$ cat src/rtl/im_config_sequencer.sv
// AXI4-Lite master that writes a table of configuration words into the IM block
// and then reads every register back to verify it.
module im_config_sequencer #(
    parameter int          NUM_REGS       = 4,
    parameter int          ADDR_WIDTH     = 32,
    parameter logic [31:0] BASE_ADDR      = 32'h0,
    parameter int          TIMEOUT_CYCLES = 1024
) (
    input  logic                     M_AXI_ACLK,
    input  logic                     M_AXI_ARESETN,
    input  logic                     INIT_AXI_TXN,
    input  logic [32*NUM_REGS-1:0]   CFG_DATA,
    output logic                     TXN_DONE,
    output logic                     ERROR,
    output logic                     BUSY,
    output logic [ADDR_WIDTH-1:0]    M_AXI_AWADDR,
    output logic [2:0]               M_AXI_AWPROT,
    output logic                     M_AXI_AWVALID,
    input  logic                     M_AXI_AWREADY,
    output logic [31:0]              M_AXI_WDATA,
    output logic [3:0]               M_AXI_WSTRB,
    output logic                     M_AXI_WVALID,
    input  logic                     M_AXI_WREADY,
    input  logic [1:0]               M_AXI_BRESP,
    input  logic                     M_AXI_BVALID,
    output logic                     M_AXI_BREADY,
    output logic [ADDR_WIDTH-1:0]    M_AXI_ARADDR,
    output logic [2:0]               M_AXI_ARPROT,
    output logic                     M_AXI_ARVALID,
    input  logic                     M_AXI_ARREADY,
    input  logic [31:0]              M_AXI_RDATA,
    input  logic [1:0]               M_AXI_RRESP,
    input  logic                     M_AXI_RVALID,
    output logic                     M_AXI_RREADY
);

    localparam int IW = (NUM_REGS > 1) ? $clog2(NUM_REGS) : 1;
    localparam int TW = $clog2(TIMEOUT_CYCLES + 1);
    localparam logic [IW-1:0] LAST_IDX = IW'(NUM_REGS - 1);
    localparam logic [TW-1:0] T_LAST   = TW'(TIMEOUT_CYCLES - 1);

    localparam logic [2:0] S_IDLE  = 3'd0;
    localparam logic [2:0] S_WR    = 3'd1;
    localparam logic [2:0] S_WRESP = 3'd2;
    localparam logic [2:0] S_RD    = 3'd3;
    localparam logic [2:0] S_RDATA = 3'd4;
    localparam logic [2:0] S_DONE  = 3'd5;

    logic [2:0]            state;
    logic [IW-1:0]         idx;
    logic [TW-1:0]         tcnt;
    logic                  init_d, init_q;
    logic                  aw_done, w_done;
    logic                  awvalid, wvalid, bready, arvalid, rready;
    logic [ADDR_WIDTH-1:0] awaddr, araddr;
    logic [31:0]           wdata;
    logic                  error_q;

    logic                  start, aw_fire, w_fire, aw_ok, w_ok;
    logic                  active, progress, timed_out;
    logic [IW-1:0]         idx_nxt;

    function automatic logic [31:0] cfg_word(input logic [IW-1:0] i);
        return CFG_DATA[{i, 5'd0} +: 32];
    endfunction

    function automatic logic [ADDR_WIDTH-1:0] reg_addr(input logic [IW-1:0] i);
        return ADDR_WIDTH'(BASE_ADDR) + ADDR_WIDTH'({i, 2'b00});
    endfunction

    assign start   = init_d & ~init_q;
    assign aw_fire = awvalid & M_AXI_AWREADY;
    assign w_fire  = wvalid & M_AXI_WREADY;
    assign aw_ok   = aw_done | aw_fire;
    assign w_ok    = w_done | w_fire;
    assign idx_nxt = idx + IW'(1);
    assign active  = (state == S_WR) || (state == S_WRESP) ||
                     (state == S_RD) || (state == S_RDATA);

    always_comb begin
        progress = 1'b0;
        case (state)
            S_WR:    progress = aw_ok & w_ok;
            S_WRESP: progress = M_AXI_BVALID;
            S_RD:    progress = M_AXI_ARREADY;
            S_RDATA: progress = M_AXI_RVALID;
            default: progress = 1'b0;
        endcase
    end

    // A stalled handshake is abandoned only if it makes no progress on its last allowed cycle
    assign timed_out = active & ~progress & (tcnt == T_LAST);

    always_ff @(posedge M_AXI_ACLK) begin
        if (!M_AXI_ARESETN) begin
            state   <= S_IDLE;
            idx     <= '0;
            tcnt    <= '0;
            init_d  <= 1'b0;
            init_q  <= 1'b0;
            aw_done <= 1'b0;
            w_done  <= 1'b0;
            awvalid <= 1'b0;
            wvalid  <= 1'b0;
            bready  <= 1'b0;
            arvalid <= 1'b0;
            rready  <= 1'b0;
            awaddr  <= '0;
            araddr  <= '0;
            wdata   <= '0;
            error_q <= 1'b0;
        end else begin
            init_d <= INIT_AXI_TXN;
            init_q <= init_d;
            tcnt   <= tcnt + TW'(1);
            case (state)
                S_IDLE: begin
                    tcnt <= '0;
                    if (start) begin
                        error_q <= 1'b0;
                        idx     <= '0;
                        awaddr  <= reg_addr('0);
                        wdata   <= cfg_word('0);
                        awvalid <= 1'b1;
                        wvalid  <= 1'b1;
                        state   <= S_WR;
                    end
                end
                S_WR: begin
                    if (aw_fire) awvalid <= 1'b0;
                    if (w_fire)  wvalid  <= 1'b0;
                    if (aw_ok && w_ok) begin
                        aw_done <= 1'b0;
                        w_done  <= 1'b0;
                        bready  <= 1'b1;
                        tcnt    <= '0;
                        state   <= S_WRESP;
                    end else begin
                        aw_done <= aw_ok;
                        w_done  <= w_ok;
                    end
                end
                S_WRESP: begin
                    if (M_AXI_BVALID) begin
                        bready <= 1'b0;
                        tcnt   <= '0;
                        if (M_AXI_BRESP != 2'b00) begin
                            error_q <= 1'b1;
                            state   <= S_DONE;
                        end else if (idx == LAST_IDX) begin
                            idx     <= '0;
                            araddr  <= reg_addr('0);
                            arvalid <= 1'b1;
                            state   <= S_RD;
                        end else begin
                            idx     <= idx_nxt;
                            awaddr  <= reg_addr(idx_nxt);
                            wdata   <= cfg_word(idx_nxt);
                            awvalid <= 1'b1;
                            wvalid  <= 1'b1;
                            state   <= S_WR;
                        end
                    end
                end
                S_RD: begin
                    if (M_AXI_ARREADY) begin
                        arvalid <= 1'b0;
                        rready  <= 1'b1;
                        tcnt    <= '0;
                        state   <= S_RDATA;
                    end
                end
                S_RDATA: begin
                    if (M_AXI_RVALID) begin
                        rready <= 1'b0;
                        tcnt   <= '0;
                        if (M_AXI_RRESP != 2'b00 || M_AXI_RDATA != cfg_word(idx)) begin
                            error_q <= 1'b1;
                            state   <= S_DONE;
                        end else if (idx == LAST_IDX) begin
                            state <= S_DONE;
                        end else begin
                            idx     <= idx_nxt;
                            araddr  <= reg_addr(idx_nxt);
                            arvalid <= 1'b1;
                            state   <= S_RD;
                        end
                    end
                end
                S_DONE:  state <= S_IDLE;
                default: state <= S_IDLE;
            endcase
            if (timed_out) begin
                error_q <= 1'b1;
                awvalid <= 1'b0;
                wvalid  <= 1'b0;
                bready  <= 1'b0;
                arvalid <= 1'b0;
                rready  <= 1'b0;
                aw_done <= 1'b0;
                w_done  <= 1'b0;
                state   <= S_DONE;
            end
        end
    end

    assign TXN_DONE      = (state == S_DONE);
    assign BUSY          = active;
    assign ERROR         = error_q;
    assign M_AXI_AWADDR  = awaddr;
    assign M_AXI_AWPROT  = 3'b000;
    assign M_AXI_AWVALID = awvalid;
    assign M_AXI_WDATA   = wdata;
    assign M_AXI_WSTRB   = 4'hF;
    assign M_AXI_WVALID  = wvalid;
    assign M_AXI_BREADY  = bready;
    assign M_AXI_ARADDR  = araddr;
    assign M_AXI_ARPROT  = 3'b000;
    assign M_AXI_ARVALID = arvalid;
    assign M_AXI_RREADY  = rready;

endmodule

$ cat config.mk
export PLATFORM = sky130hd
export DESIGN_NAME = im_config_sequencer
export DESIGN_NICKNAME = d
export VERILOG_FILES = /design/src/rtl/im_config_sequencer.sv
export SDC_FILE = /design/constraint.sdc
export NUM_CORES = 1
export LEC_CHECK = 0
export BUFFER_PORTS_ARGS = -buffer_cell sky130_fd_sc_hd__buf_2
export CAP_MARGIN = 25
export CORE_ASPECT_RATIO = 0.6
export CORE_MARGIN = 3
export CORE_UTILIZATION = 50
export CTS_CLUSTER_SIZE = 8
export DETAILED_ROUTE_END_ITERATION = 10
export PLACE_DENSITY = 0.88
export SLEW_MARGIN = 20
export SYNTH_ARGS = -nofsm -noshare
export SYNTH_HDL_FRONTEND = slang
export SYNTH_SLANG_ARGS = --single-unit
$ cat constraint.sdc
create_clock -name M_AXI_ACLK -period 4.4 [get_ports M_AXI_ACLK]
set_input_delay 0.88 -clock M_AXI_ACLK [delete_from_list [all_inputs] [get_ports M_AXI_ACLK]]
set_output_delay 0.88 -clock M_AXI_ACLK [all_outputs]
set_load 0.02 [all_outputs]
Word level (Yosys, flattened, before mapping):

Cells that the tools add are included.

* output and inout bits: 114
* flip-flop bits (word level): 122

* equal/unequal tests: 27
* bitwise operators: 11
* mux-type cells: 71
* reductions and logical operators: 28
* shift operators: 2
* add/subtract/negate cells: 2

Operators by type and width (number)
* 32-bit two-way mux: 13
* 128-bit by 8-bit indexed part select with 32-bit output: 2
* 32-bit case mux with 2 select lines: 3
* 11-bit case mux with 5 select lines: 1
* 11-bit two-way mux: 4
* 32-bit inequality test: 1
* 3-bit two-way mux: 9
* 1-bit two-way mux: 24
* 2-bit inequality test (second input constant): 10
* 6-bit AND reduction: 3
* 2-bit two-way mux: 8
* 3-bit case mux with 5 select lines: 1
* 5-bit AND reduction: 3
* 7-bit AND reduction: 2
* 3-bit inequality test (second input constant): 4
* 1-bit case mux with 3 select lines: 4
* 2-bit nonzero test: 6
* 11-bit by 1-bit adder with 11-bit output (second input constant): 1
* 11-bit by 10-bit == test with 1-bit output (second input constant): 1
* 3-bit by 2-bit inequality test with 1-bit output (second input constant): 3
* 3-bit nonzero test: 3
* 8-bit AND reduction: 1
* 1-bit bitwise AND: 6
* 3-bit by 2-bit == test with 1-bit output (second input constant): 2
* other kinds (16): 26

Longest topological paths before layout:

Gate-level depths: netlist (run 1).

* depth after elaboration: 9
* mapped depth: 11

Worst setup path before layout (run 1):

Ideal clock, no wire load.

* path type: input -> register
* start point: in CFG_DATA[118]
* end point: reg arvalid (netlist: M_AXI_ARVALID)
* path buffers: 0
* setup time: 70 ps
* cell stages on the path: 7
* setup slack: 1735 ps
* arrival time: 2594 ps
* cell sequence: mux4_2 > xnor2_1 > nand4_1 > nor4_1 > nand2b_1 > or3b_1 > a21oi_1

* word-level cells in the longest chain between the ends: 5

RTL lines
* start: declaration: RTL line 12 `input logic [32*NUM_REGS-1:0] CFG_DATA,`
* 128-bit by 8-bit indexed part select with 32-bit output: RTL line 64 `return CFG_DATA[{i, 5'd0} +: 32];`
* 32-bit inequality test: RTL line 177 `if (M_AXI_RRESP != 2'b00 || M_AXI_RDATA != cfg_word(idx)) begin`
* 1-bit logical OR: RTL line 177
* 2-bit inequality test (no line)
* 8-bit AND reduction (no line)
* end signal: assignment: RTL line 167 `arvalid <= 1'b0;`
* end signal: assignment: RTL line 185 `arvalid <= 1'b1;`
* end signal: assignment: RTL line 198 `arvalid <= 1'b0;`
* end: declaration: RTL line 54 `logic awvalid, wvalid, bready, arvalid, rready;`

No other way between the ends.
A chain may end at the register's enable or synchronous reset.

Final worst setup path (run 1):

* start point: reg idx[0]
* end point: reg arvalid (netlist: M_AXI_ARVALID)

* word-level cells in the longest chain between the ends: 5

RTL lines
* start: declaration: RTL line 50 `logic [IW-1:0] idx;`
* start signal: assignment: RTL line 156 `idx <= idx_nxt;`
* start signal: assignment: RTL line 183 `idx <= idx_nxt;`
* 128-bit by 8-bit indexed part select with 32-bit output: RTL line 64
* 32-bit inequality test: RTL line 177
* 1-bit logical OR: RTL line 177
* 2-bit inequality test (no line)
* 8-bit AND reduction (no line) (*)

Every way passes the cells marked *; elsewhere a longest branch is shown, timed or not.

==> results.md, run 1 <==
- For this run, the share of the core covered by cells in the final layout is 0.652.
- The number of hold-slack violations in the final timing report is 0.
- The shortest period the worst path allows is 3570 ps.
- In this run the remaining antenna-violating nets after routing total 0.
- The tool flagged a number of max-cap violations equal to 0.
- The number of input and output port buffers inserted is 215.
- The filler cells instantiated in the layout total 909.
- The routed design has 18.7 mm of wire.
- The die width is 140 um.
- After clock tree synthesis, the clock-pin slew on the worst setup and hold paths is ~60 ps.
- The measured slew at the worst slew-check pin is 1070 ps.
- The initial detailed-routing violation count is 500.
- Clock latency on the worst-skew pair, taken at its later pin, is 320 ps.
- The final setup skew is 4.98 ps.
- The total number of clock tree sinks is slightly above 60.
- The floorplan step defined a core boundary enclosing 0.0102 mm^2.
- The buffer type at the clock tree root is sky130_fd_sc_hd__clkbuf_16.
- The CTS buffer count is 9.
- Buffers inserted to repair hold after CTS numbered 0.
- The type of destination of the critical path is a flip-flop.
- In this run the count of I/O pins placed on the die edge is approximately 290.
- Synthesis instantiated 59 different standard cells from the library.
- Relative to the synthesized area, the layout overhead comes to 23.2%.
- The post-route fraction of the period consumed by the critical path is 0.812.
- The routability congestion estimate is 1.03.
- The number of max-slew violations in the final report is 0.
- Setup violations remaining at the end of the flow were counted as 0.
- The global-route wire length before repair is 28.1 mm.
- In this run the worst path has a maximum fanout of 61.
- The final sum of negative setup slack is 0 ps.
- The routed layout has 5654 vias.
- Synthesis handed over a netlist of between 600 and 700 instances.
- The largest vdd supply drop is 0.174 mV.
- The startpoint kind of the worst setup timing path is a flip-flop.
- The count of synthesis-stage warnings from yosys is 0.
- The total chip power is 1860 uW.
- The overall routing resource usage is 0.294.
- The required arrival time at the worst endpoint is about 4700 ps.
- The fraction of the yosys area taken by sequential cells is 0.231.
- In the final layout, the share of cells above drive strength 1 is 0.329.
- In the layout the commonest cells are sky130_fd_sc_hd__buf_2 (215), sky130_fd_sc_hd__conb_1 (70), sky130_fd_sc_hd__dfxtp_1 (60).
- In this run, post-CTS repair resized a total of 0 instances.
- The type of the worst setup path is flip-flop to flip-flop.
- Before antenna repair, the detailed router went through 5 iterations.
- In the final design database the tool counted 1021 nets.
- The run finished with clean final reports.
- The sum of overflow across all layers after global routing is 0.
- The initial antenna violation count is 0.
- The wire-length estimate of the detail-placed layout is around 14 mm.
- After synthesis, the share of flip-flops with an asynchronous set or reset is 0.
- The antenna diode count is 0.
- TritonCTS built the clock tree.
- The max-slew headroom at the worst pin is 0.283.
- The initial utilization of the core area, before any placement, comes to 0.529.
- The synthesized area per cell is 8.11 um^2.
- The standard-cell row count is 28.
- Entering global routing, the biggest net connects 62 pins.
- The die covers 0.0121 mm^2.
- Setup repair after global routing left no endpoint under its margin.
- The areal power density over the cells is 281 mW/mm^2.
- The library cell used most frequently in the layout, excluding fill and tap cells, is sky130_fd_sc_hd__buf_2.
- The level count of the clock H-tree is 3.
- The synthesized design contains between 60 and 70 register bits.
- The count of flip-flops with a built-in enable after synthesis is 0.
- The multi-input combinational cell area is 0.00352 mm^2.
- Across the whole layout, storage elements account for 0.00125 mm^2.
- The leakage power total is 0.00287 uW.
- The area of the mapped netlist is approximately 0.0054 mm^2.
- The flip-flop cell with the highest count after synthesis is sky130_fd_sc_hd__dfxtp_1.
- Measured along the y axis, the die boundary spans 86.3 um.
- The DRC violation count after routing is 0.
- Data on the critical path arrives at its endpoint at 3830 ps.
- Dividing the detail-routed via count by the number of cells gives 5.73.
- Counting along the longest clock path gives a buffer depth of 2.
- The path class of the lowest-slack min-delay path is flip-flop to flip-flop.
- The number of global-route vias before repair is 5232.
- After clock tree synthesis, the setup repair step added 0 buffers.
- The highest clock rate is roughly 280 MHz.
- The final routed wire length divided by cell count is 18.9 um.
[critical path, stage by stage (launching register included)]
cell,delay (ps)
sky130_fd_sc_hd__dfxtp_4,870
sky130_fd_sc_hd__mux4_2,650
sky130_fd_sc_hd__xnor2_1,360
sky130_fd_sc_hd__nand4_1,220
sky130_fd_sc_hd__nor4_1,610
sky130_fd_sc_hd__nand2b_1,240
sky130_fd_sc_hd__or3b_1,410
sky130_fd_sc_hd__a21oi_1,120
[routing by layer]
metal  track usage  share of wire
met2         0.444           0.45
met5             0              0
met1         0.426           0.43
met3        0.0744           0.11
met4        0.0686          0.016
[flip-flops by register name, indices dropped and copies added, names as in the netlist]
name,cells
M_AXI_ARADDR,2
w_done,1
M_AXI_AWADDR,2
state,3
init_q,1
M_AXI_RREADY,1
tcnt,11
M_AXI_WVALID,1
aw_done,1
ERROR,1
M_AXI_BREADY,1
init_d,1
M_AXI_WDATA,32
M_AXI_AWVALID,1
M_AXI_ARVALID,1
idx,2
[stage by stage]
stage	area, um^2	instances	worst slack (ps)	hold WS [ps]
CTS	6600	986	920	449
detailed placement	6240	970	955	443
floorplan	5630	731	1740	430
finish	6620	987	825	449
global placement	6240	970	1040	436
global route	6620	987	562	465
[worst paths after layout]
path	start	end	slack (ps)	depth (start not counted)
max reg2reg	idx[0]	M_AXI_ARVALID	830	7
min	M_AXI_WDATA[18]	M_AXI_WDATA[18]	450	2
max	idx[0]	M_AXI_ARVALID	830	7
min reg2reg	M_AXI_WDATA[18]	M_AXI_WDATA[18]	450	2
[synth_stat cells (2+ instances only)]
master,n,share of area
sky130_fd_sc_hd__a211oi_1,33,0.046
sky130_fd_sc_hd__dfxtp_1,62,0.23
sky130_fd_sc_hd__nor2b_1,33,0.038
sky130_fd_sc_hd__o221ai_1,34,0.055
sky130_fd_sc_hd__mux2i_1,20,0.037
sky130_fd_sc_hd__buf_2,3,0.0028
sky130_fd_sc_hd__nand2b_1,4,0.0047
sky130_fd_sc_hd__inv_1,39,0.027
sky130_fd_sc_hd__buf_4,73,0.10
sky130_fd_sc_hd__nor3_1,7,0.0065
sky130_fd_sc_hd__or4_1,2,0.0028
sky130_fd_sc_hd__nand4_1,5,0.0058
sky130_fd_sc_hd__a221oi_1,3,0.0049
sky130_fd_sc_hd__nand2_1,57,0.040
sky130_fd_sc_hd__a31o_2,2,0.0033
sky130_fd_sc_hd__nor2_1,25,0.017
sky130_fd_sc_hd__and2_1,5,0.0058
sky130_fd_sc_hd__nor3b_1,2,0.0028
sky130_fd_sc_hd__clkbuf_1,36,0.025
sky130_fd_sc_hd__mux4_2,23,0.096
sky130_fd_sc_hd__o21ai_0,10,0.0093
sky130_fd_sc_hd__xor2_1,9,0.015
sky130_fd_sc_hd__ha_1,2,0.0047
sky130_fd_sc_hd__o21ai_1,2,0.0019
sky130_fd_sc_hd__a21oi_1,48,0.045
sky130_fd_sc_hd__conb_1,2,0.0014
sky130_fd_sc_hd__a21o_1,3,0.0042
sky130_fd_sc_hd__o21a_1,4,0.0056
sky130_fd_sc_hd__nor4_1,4,0.0047
sky130_fd_sc_hd__a31oi_1,33,0.038
sky130_fd_sc_hd__and3_1,2,0.0023
sky130_fd_sc_hd__buf_1,5,0.0035
sky130_fd_sc_hd__nand3_1,11,0.010
sky130_fd_sc_hd__xnor2_1,29,0.047
sky130_fd_sc_hd__o32a_1,2,0.0037
sky130_fd_sc_hd__or2_2,2,0.0023
sky130_fd_sc_hd__mux2_2,3,0.0063
sky130_fd_sc_hd__a22oi_1,2,0.0028
sky130_fd_sc_hd__buf_6,2,0.0042
[cells by family after synthesis]
group	Yosys count	synth area share
simple gates	166	0.156
buf+inv	160	0.168
fa+ha+maj	2	0.00465
compound gates	187	0.237
xor+xnor	38	0.0619
flops	62	0.231
mux	46	0.140
other cells	2	0.00140
[area by class of cell]
type                            count  area share
Multi-Input combinational cell    509       0.532
Sequential cell                    62       0.188
Timing Repair Buffer              225       0.179
Clock buffer                       12      0.0419
Tap cell                          135      0.0255
Inverter                           40      0.0227
Clock inverter                      4      0.0111
[report_power, final]
| group | leakage [uW] | total [uW] | switching (uW) | internal (uW) |
|---|---|---|---|---|
| Combinational | 0.00219 | 439 | 267 | 173 |
| Sequential | 0.000505 | 600 | 16.9 | 584 |
| Clock | 0.000174 | 819 | 257 | 562 |
| Total | 0.00287 | 1860 | 540 | 1320 |
No activity file was read; power rests on OpenSTA's default activity.
==> run 2: changes to the inputs <==
--- a/config.mk
+++ b/config.mk
@@ -9,10 +9,10 @@
 export CAP_MARGIN = 25
 export CORE_ASPECT_RATIO = 0.6
 export CORE_MARGIN = 3
-export CORE_UTILIZATION = 50
+export CORE_UTILIZATION = 42
 export CTS_CLUSTER_SIZE = 8
 export DETAILED_ROUTE_END_ITERATION = 10
-export PLACE_DENSITY = 0.88
+export PLACE_DENSITY = 0.79
 export SLEW_MARGIN = 20
 export SYNTH_ARGS = -nofsm -noshare
 export SYNTH_HDL_FRONTEND = slang
==> constraint.sdc (replaced) <==
create_clock -name M_AXI_ACLK -period 3.2 [get_ports M_AXI_ACLK]
set_input_delay 0.64 -clock M_AXI_ACLK [delete_from_list [all_inputs] [get_ports M_AXI_ACLK]]
set_output_delay 0.64 -clock M_AXI_ACLK [all_outputs]
set_load 0.02 [all_outputs]
==> run 2 against run 1 <==
Against the previous run:
- die area up 18%
- critical path depth increased by 1
- final area is 1.4% higher
- sequential share of layout area fell by 0.22 points
- power up 39%
- cell count increased by 4.3%
- register-to-register slack worse by 550 ps
- global-route usage decreased by 3.9 points
==> results.md, run 2 (synthesis gave the netlist of run 1 again) <==
- The global-route wire length before repair is 28.6 mm (+1.6%).
- The flip-flop count of the largest register, all copies and words added is 32 (unchanged).
- The number of input and output port buffers inserted is 215 (unchanged).
- The number of vias per cell is 5.49 (-4.2%).
- The final routed wire length divided by cell count is 18.8 um (-0.63%).
- The number of filler instances in the final layout is 1181 (+30%).
- The DRC violation count after routing is 0 (unchanged).
- The path class of the tightest hold or removal check is flip-flop to flip-flop.
- The sum of overflow across all layers after global routing is 0 (unchanged).
- The area inside the core boundary was 0.0123 mm^2 (+21%).
- The area growth from synthesis to layout is 24.8%.
- The required arrival time at the worst endpoint came to 3470 ps (-1180 ps).
- The sequential cell fraction of total power came to 0.318 (-0.005).
- The total chip power is 2580 uW (+39%).
- The post-route fraction of the period consumed by the critical path is 0.915 (+0.103).
- The routed wire length is 19.3 mm (+3.6%).
- The maximum fanout encountered on the critical timing path was 18 (-70%).
- The number of iterations in the first detailed-routing pass is 5 (unchanged).
- The signal on the critical path passes through buf_4, mux2i_1, a22o_1, a2111oi_0, nor4bb_1, nand4_2, or3b_1, a21oi_1.
- The clock-pin slew on the worst setup and hold paths came to 60 ps (about the same).
- The initial antenna violation count was 3 (+3).
- Setup repair after global routing left no endpoint under its margin.
- In the layout the commonest cells are sky130_fd_sc_hd__buf_2 (215), sky130_fd_sc_hd__conb_1 (70), sky130_fd_sc_hd__dfxtp_1 (60).
- The final setup skew came to 11.1 ps (+6.10 ps).
- For this design, the slowest cell found on the critical path is sky130_fd_sc_hd__dfxtp_4.
- The clock network latency to the later pin of the worst-skew pair was 340 ps (+20 ps).
- The critical path is of the flip-flop to flip-flop type.
- The largest vdd supply drop is 0.341 mV (+97%).
- The switching component of the power is 780 uW (+44%).
- The total setup violations reported at the end of the flow is 0 (unchanged).
- The final HPWL from detailed placement came to 15.2 mm (+5.9%).
- The overall routing resource usage is 0.256 (-0.0386).
- The proportion of total power due to net switching is 0.302 (+0.0114).
- The initial detailed-routing violation count came to 615 (+23%).
- The largest net degree at the start of global routing came to 54 (-13%).
- The areal power density over the cells is 385 mW/mm^2 (+37%).
- The measured slew at the worst slew-check pin is 830 ps (-243 ps).
- The overall via count from detail_route is 5645 (-0.16%).
- The maximum buffer depth of the clock tree was 2 (unchanged).
- The number of max-slew violations in the final report is 0 (unchanged).
- The count of nets after finishing is 1031 (+0.98%).
- The leakage power total is 0.00291 uW (+1.4%).
- The vertical die dimension is 93.7 um (+8.5%).
- The run finished with clean final reports.
- The overall die area is 0.0142 mm^2 (+18%).
- TritonCTS built the clock tree.
- The number of hold-slack violations in the final timing report came to 0 (unchanged).
- The worst setup path is captured at a flip-flop.
- The clock network fraction of design power is 0.449 (+0.009).
- The share of post-route cells with drive strength above 1 is 0.336 (+0.00779).
- The reg-to-reg setup timing slack is 270 ps (-550 ps).
- The critical path data arrival time is 3190 ps (-640 ps).
- The CTS buffer count is 9 (unchanged).
- The highest clock rate is 342 MHz (+22%).
- The top-level port count was 286 (unchanged).
- The final sum of negative setup slack came to 0 ps (unchanged).
- The combinational share of power is 0.233 (-0.003).
- The library cell used most frequently in the layout, excluding fill and tap cells, is sky130_fd_sc_hd__buf_2.
- The number of nets with antenna violations after detailed routing is 0 (unchanged).
- The level count of the clock H-tree is 3 (unchanged).
- The buffer type at the clock tree root is sky130_fd_sc_hd__clkbuf_16.
- The max-slew headroom at the worst pin is 0.445 (+0.162).
- The initial core utilization is 0.437 (-0.0919).
- The biggest cell delay along the critical path came to 530 ps (-340 ps).
- The routability congestion estimate came to 0.919 (-11%).
- The shortest period the worst path allows came to 2930 ps (-647 ps).
- The combined buffer and inverter count along the critical path was 1 (+1).
- The gate family responsible for the most delay along the worst path is simple AND/OR/NAND/NOR gates.
- The total number of clock tree sinks was 62 (unchanged).
- The internal power consumption is 1800 uW (+37%).
- The startpoint kind of the worst setup timing path is a flip-flop.
- The number of global-route vias before repair is 5150 (-1.6%).
- The standard-cell row count came to 31 (+11%).
- The number of maximum-capacitance constraint violations is 0 (unchanged).
- The die width is 152 um (+8.7%).
## run 2: changes by cell type in the layout (fill, tap and decap cells not counted), sizes merged
cell / previous run / this run
bufinv: 2 / 3
clkbuf: 12 / 9
diode: 0 / 2
clkinv: 1 / 3
buf: 225 / 235
## run 2: metrics by stage
stage	utilization	cell area, um^2	worst slack (ps)	hold WS, ps	std cells
after global routing	0.546	6710	120	461	1029
after floorplan	-	5630	695	430	731
after global placement	0.516	6340	252	437	1010
after CTS	0.544	6690	222	449	1026
after detailed placement	0.516	6340	236	441	1010
final	0.546	6710	272	444	1029
## run 2: worst register-to-register path, cell delays in order, from the launching register on
cell,delay [ps]
sky130_fd_sc_hd__dfxtp_4,530
sky130_fd_sc_hd__buf_4,300
sky130_fd_sc_hd__mux2i_1,180
sky130_fd_sc_hd__a22o_1,230
sky130_fd_sc_hd__a2111oi_0,500
sky130_fd_sc_hd__nor4bb_1,320
sky130_fd_sc_hd__nand4_2,240
sky130_fd_sc_hd__or3b_1,430
sky130_fd_sc_hd__a21oi_1,130
## run 2: routing by layer
metal	GRT usage	vias up	part of all wire
li1	-	2666	-
met1	0.364	2596	0.45
met2	0.378	343	0.44
met3	0.0667	38	0.094
met4	0.0823	2	0.019
met5	0	-	0.00036
## run 2: path summary, 6_finish.rpt
check	start	to	cells after the start
min reg2reg	M_AXI_WDATA[23]	M_AXI_WDATA[23]	2
max reg2reg	idx[1]	M_AXI_ARVALID	8
max	idx[1]	M_AXI_ARVALID	8
min	M_AXI_WDATA[23]	M_AXI_WDATA[23]	2
## run 2: cell type report
class / count / area, um^2 / share of cell area
Multi-Input combinational cell: 509 / 3520 / 0.525
Clock buffer: 9 / 225 / 0.0336
Antenna cell: 2 / 5.00 / 0.000746
Inverter: 40 / 150 / 0.0224
Sequential cell: 62 / 1250 / 0.186
Tap cell: 165 / 206 / 0.0308
Timing Repair Buffer: 235 / 1230 / 0.184
Clock inverter: 7 / 121 / 0.0181
## run 2: repair_timing
item / in CTS / in global routing
buffers inserted: 0 / 1
hold buffers: 0 / 0
resized for setup: 0 / 1
setup endpoints to repair: 0 / 2
## run 2: power by group through the flow
stage	clock (uW)	combinational [uW]	sequential, uW
3_5_place_dp	0	590	839
3_3_place_gp	0	584	838
6_report	1160	601	822
4_1_cts	1180	592	823
5_1_grt	1210	650	826
2_1_floorplan	0	390	866
==> run 3: changes to the inputs <==
--- a/config.mk
+++ b/config.mk
@@ -9,10 +9,10 @@
 export CAP_MARGIN = 25
 export CORE_ASPECT_RATIO = 0.6
 export CORE_MARGIN = 3
-export CORE_UTILIZATION = 42
+export CORE_UTILIZATION = 46
 export CTS_CLUSTER_SIZE = 8
 export DETAILED_ROUTE_END_ITERATION = 10
-export PLACE_DENSITY = 0.79
+export PLACE_DENSITY = 0.82
 export SLEW_MARGIN = 20
 export SYNTH_ARGS = -nofsm -noshare
 export SYNTH_HDL_FRONTEND = slang
==> constraint.sdc (replaced) <==
create_clock -name M_AXI_ACLK -period 3.14 [get_ports M_AXI_ACLK]
set_input_delay 0.628 -clock M_AXI_ACLK [delete_from_list [all_inputs] [get_ports M_AXI_ACLK]]
set_output_delay 0.628 -clock M_AXI_ACLK [all_outputs]
set_load 0.02 [all_outputs]
==> run 3 against run 2 <==
Against the previous run:
- routed wire length down 0.56%
- die area shrank 8.3%
- worst setup slack improved by 10 ps
- critical path type unchanged
- largest power group unchanged
==> results.md, run 3 (synthesis gave the netlist of run 1 again) <==
- The DRC violation count after routing is 0 (unchanged).
- The CTS buffer count was 9 (unchanged).
- The largest net degree at the start of global routing is 52 (-3.7%).
- The initial antenna violation count is 0 (-3).
- The buffer type at the clock tree root is sky130_fd_sc_hd__clkbuf_16.
- The sum of overflow across all layers after global routing is 0 (unchanged).
- The number of max-slew violations in the final report came to 0 (unchanged).
- The routability congestion estimate is 0.913 (-0.56%).
- The areal power density over the cells is 374 mW/mm^2 (-2.7%).
- The measured slew at the worst slew-check pin is 637 ps (-192 ps).
- The vertical die dimension is 89.8 um (-4.2%).
- The initial core utilization is 0.491 (+0.0534).
- The final sum of negative setup slack is 0 ps (unchanged).
- The startpoint kind of the worst setup timing path is a flip-flop.
- The clock network latency to the later pin of the worst-skew pair is 330 ps (about the same).
- The overall routing resource usage was 0.279 (+0.0237).
- The run finished with clean final reports.
- The worst setup path is captured at a flip-flop.
- The post-route fraction of the period consumed by the critical path was 0.910 (-0.00496).
- The critical path data arrival time is 3100 ps (-90 ps).
- The standard-cell row count is 29 (-6.5%).
- The count of nets after finishing came to 1033 (+0.19%).
- The area growth from synthesis to layout is 24.5%.
- The maximum fanout encountered on the critical timing path was 12 (-6).
- The level count of the clock H-tree is 3 (unchanged).
- Walking the worst path, the cells encountered are buf_4, mux2_2, a221oi_1, a21oi_1, nor4_2, nand4_2, o21ai_1, mux2i_1.
- The number of cells on the worst reg-to-reg path is 8 (unchanged).
- The minimum setup slack after placement came to 250 ps (+14.3 ps).
- The area inside the core boundary was 0.0110 mm^2 (-11%).
- The maximum buffer depth of the clock tree is 2 (unchanged).
- The setup fix buffers added after clock tree synthesis is 0 (unchanged).
- The total chip power is 2510 uW (-3.0%).
- The flip-flop count of the largest register, all copies and words added is 32 (unchanged).
- The final routed wire length divided by cell count is 18.9 um (+0.52%).
- For this design, the slowest cell found on the critical path is sky130_fd_sc_hd__dfxtp_2.
- The share of post-route cells with drive strength above 1 is 0.337 (+0.000769).
- The die width came to 146 um (-4.3%).
- The quantity of hold-fixing buffers added after cts is 0 (unchanged).
- The capture point of the worst reg-to-reg path is idx[0].
- The type of the worst setup path is flip-flop to flip-flop.
- The final setup slack of the worst path is 283 ps (+10.5 ps).
- The overall die area is 0.0131 mm^2 (-8.3%).
- The number of maximum-capacitance constraint violations was 0 (unchanged).
- TritonCTS built the clock tree.
- The path class of the lowest-slack min-delay path is flip-flop to flip-flop.
- The number of hold-slack violations in the final timing report was 0 (unchanged).
- The path with the worst hold slack has its endpoint at M_AXI_WDATA[23].
- In this run the critical register-to-register path is launched from idx[1].
- The number of input and output port buffers inserted was 215 (unchanged).
- The total setup violations reported at the end of the flow is 0 (unchanged).
- The number of nets with antenna violations after detailed routing is 0 (unchanged).
- The post-route cell area is 0.00669 mm^2 (-0.28%).
- The clock-pin slew on the worst setup and hold paths was 50 ps (about the same).
- The antenna diode count is 0 (-2).
- The number of filler instances in the final layout is 1025 (-13%).
- The max-slew headroom at the worst pin is 0.571 (+0.126).
- The required arrival time at the worst endpoint came to 3380 ps (-90 ps).
- The number of gates resized after CTS is 0 (unchanged).
- The highest clock rate is 350 MHz (+2.5%).
- In the layout the commonest cells are sky130_fd_sc_hd__buf_2 (215), sky130_fd_sc_hd__conb_1 (70), sky130_fd_sc_hd__dfxtp_1 (60).
- The critical hold path startpoint is M_AXI_WDATA[23].
- The total number of clock tree sinks was 62 (unchanged).
- The routed wire length came to 19.2 mm (-0.56%).
- The final setup skew is 8.24 ps (-2.83 ps).
- The number of global-route vias before repair is 5227 (+1.5%).
- The number of vias per cell came to 5.56 (+1.4%).
- The reg-to-reg setup timing slack is 280 ps (about the same).
- The number of iterations in the first detailed-routing pass is 5 (unchanged).
- The leakage power total was 0.00291 uW (about the same).
- The depth of the worst hold-timing path is 2 (unchanged).
- The top-level port count is 286 (unchanged).
- The global-route wire length before repair is 29.3 mm (+2.5%).
- The shortest period the worst path allows is 2860 ps (-70.5 ps).
- The biggest cell delay along the critical path is 590 ps (+60 ps).
- The post-detailed-placement cell area is 0.00637 mm^2 (+0.43%).
- The initial detailed-routing violation count was 454 (-26%).
- The largest vdd supply drop is 0.278 mV (-19%).
- Setup repair after global routing left no endpoint under its margin.
- The most common library cell in the layout ignoring fill and taps is sky130_fd_sc_hd__buf_2.
- The final HPWL from detailed placement came to 15.2 mm (about the same).
- The overall via count from detail_route is 5662 (+0.30%).
run 3: cell count changes in the layout (fill, tap and decap cells not counted):
cell                        delta
sky130_fd_sc_hd__clkbuf_8      +3
sky130_fd_sc_hd__buf_12        +2
sky130_fd_sc_hd__inv_4         +1
sky130_fd_sc_hd__dfxtp_4       -1
sky130_fd_sc_hd__dfxtp_2       +1
sky130_fd_sc_hd__diode_2       -2
sky130_fd_sc_hd__inv_6         -1
sky130_fd_sc_hd__bufinv_16     -2
sky130_fd_sc_hd__clkinv_4      -2
run 3: worst max-delay path, delay by kind of cell, from the launching register on:
family | cells | cell delay, ps
flip-flops | 1 | 590
buffers and inverters | 1 | 300
AND/OR/NAND/NOR | 2 | 520
multiplexers | 2 | 630
AO/OA/AOI/OAI | 3 | 730
run 3: report_power, final:
part | internal, uW | total (uW) | leakage, uW | switching [uW]
Clock | 674 | 1040 | 0.000155 | 370
Combinational | 245 | 622 | 0.00225 | 377
Sequential | 818 | 840 | 0.000505 | 21.9
Total | 1740 | 2510 | 0.00291 | 769
run 3: how the worst max path moves through the flow:
stage	from	end	slack [ps]
after floorplan	idx[0]	M_AXI_ARVALID	630
after global placement	idx[0]	M_AXI_ARVALID	260
after global routing	idx[0]	M_AXI_ARADDR[2]	20
after detailed placement	idx[0]	M_AXI_ARADDR[2]	250
final	idx[1]	idx[0]	280
after CTS	idx[0]	idx[0]	220
run 3: per-stage QoR:
stage | hold slack (ps) | utilization | std cells
6_report | 447 | 0.611 | 1018
5_1_grt | 465 | 0.611 | 1018
3_5_place_dp | 444 | 0.581 | 1002
2_1_floorplan | 430 | - | 731
3_3_place_gp | 437 | 0.581 | 1002
4_1_cts | 451 | 0.610 | 1017
run 3: area by class of cell:
| cell class | instances | area (um^2) | share of cell area |
|---|---|---|---|
| Tap cell | 155 | 194 | 0.0290 |
| Inverter | 40 | 150 | 0.0224 |
| Timing Repair Buffer | 237 | 1270 | 0.190 |
| Multi-Input combinational cell | 509 | 3520 | 0.526 |
| Clock inverter | 3 | 41.3 | 0.00617 |
| Sequential cell | 62 | 1250 | 0.186 |
| Clock buffer | 12 | 267 | 0.0398 |
run 3: metal layers:
layer / vias to the layer above / routed length (um) / part of all wire / GRT usage
met5: - / 0 / 0 / 0
met2: 378 / 8320 / 0.43 / 0.411
met3: 31 / 2070 / 0.11 / 0.0759
met1: 2586 / 8520 / 0.44 / 0.408
li1: 2667 / - / - / -
met4: 0 / 316 / 0.016 / 0.0640
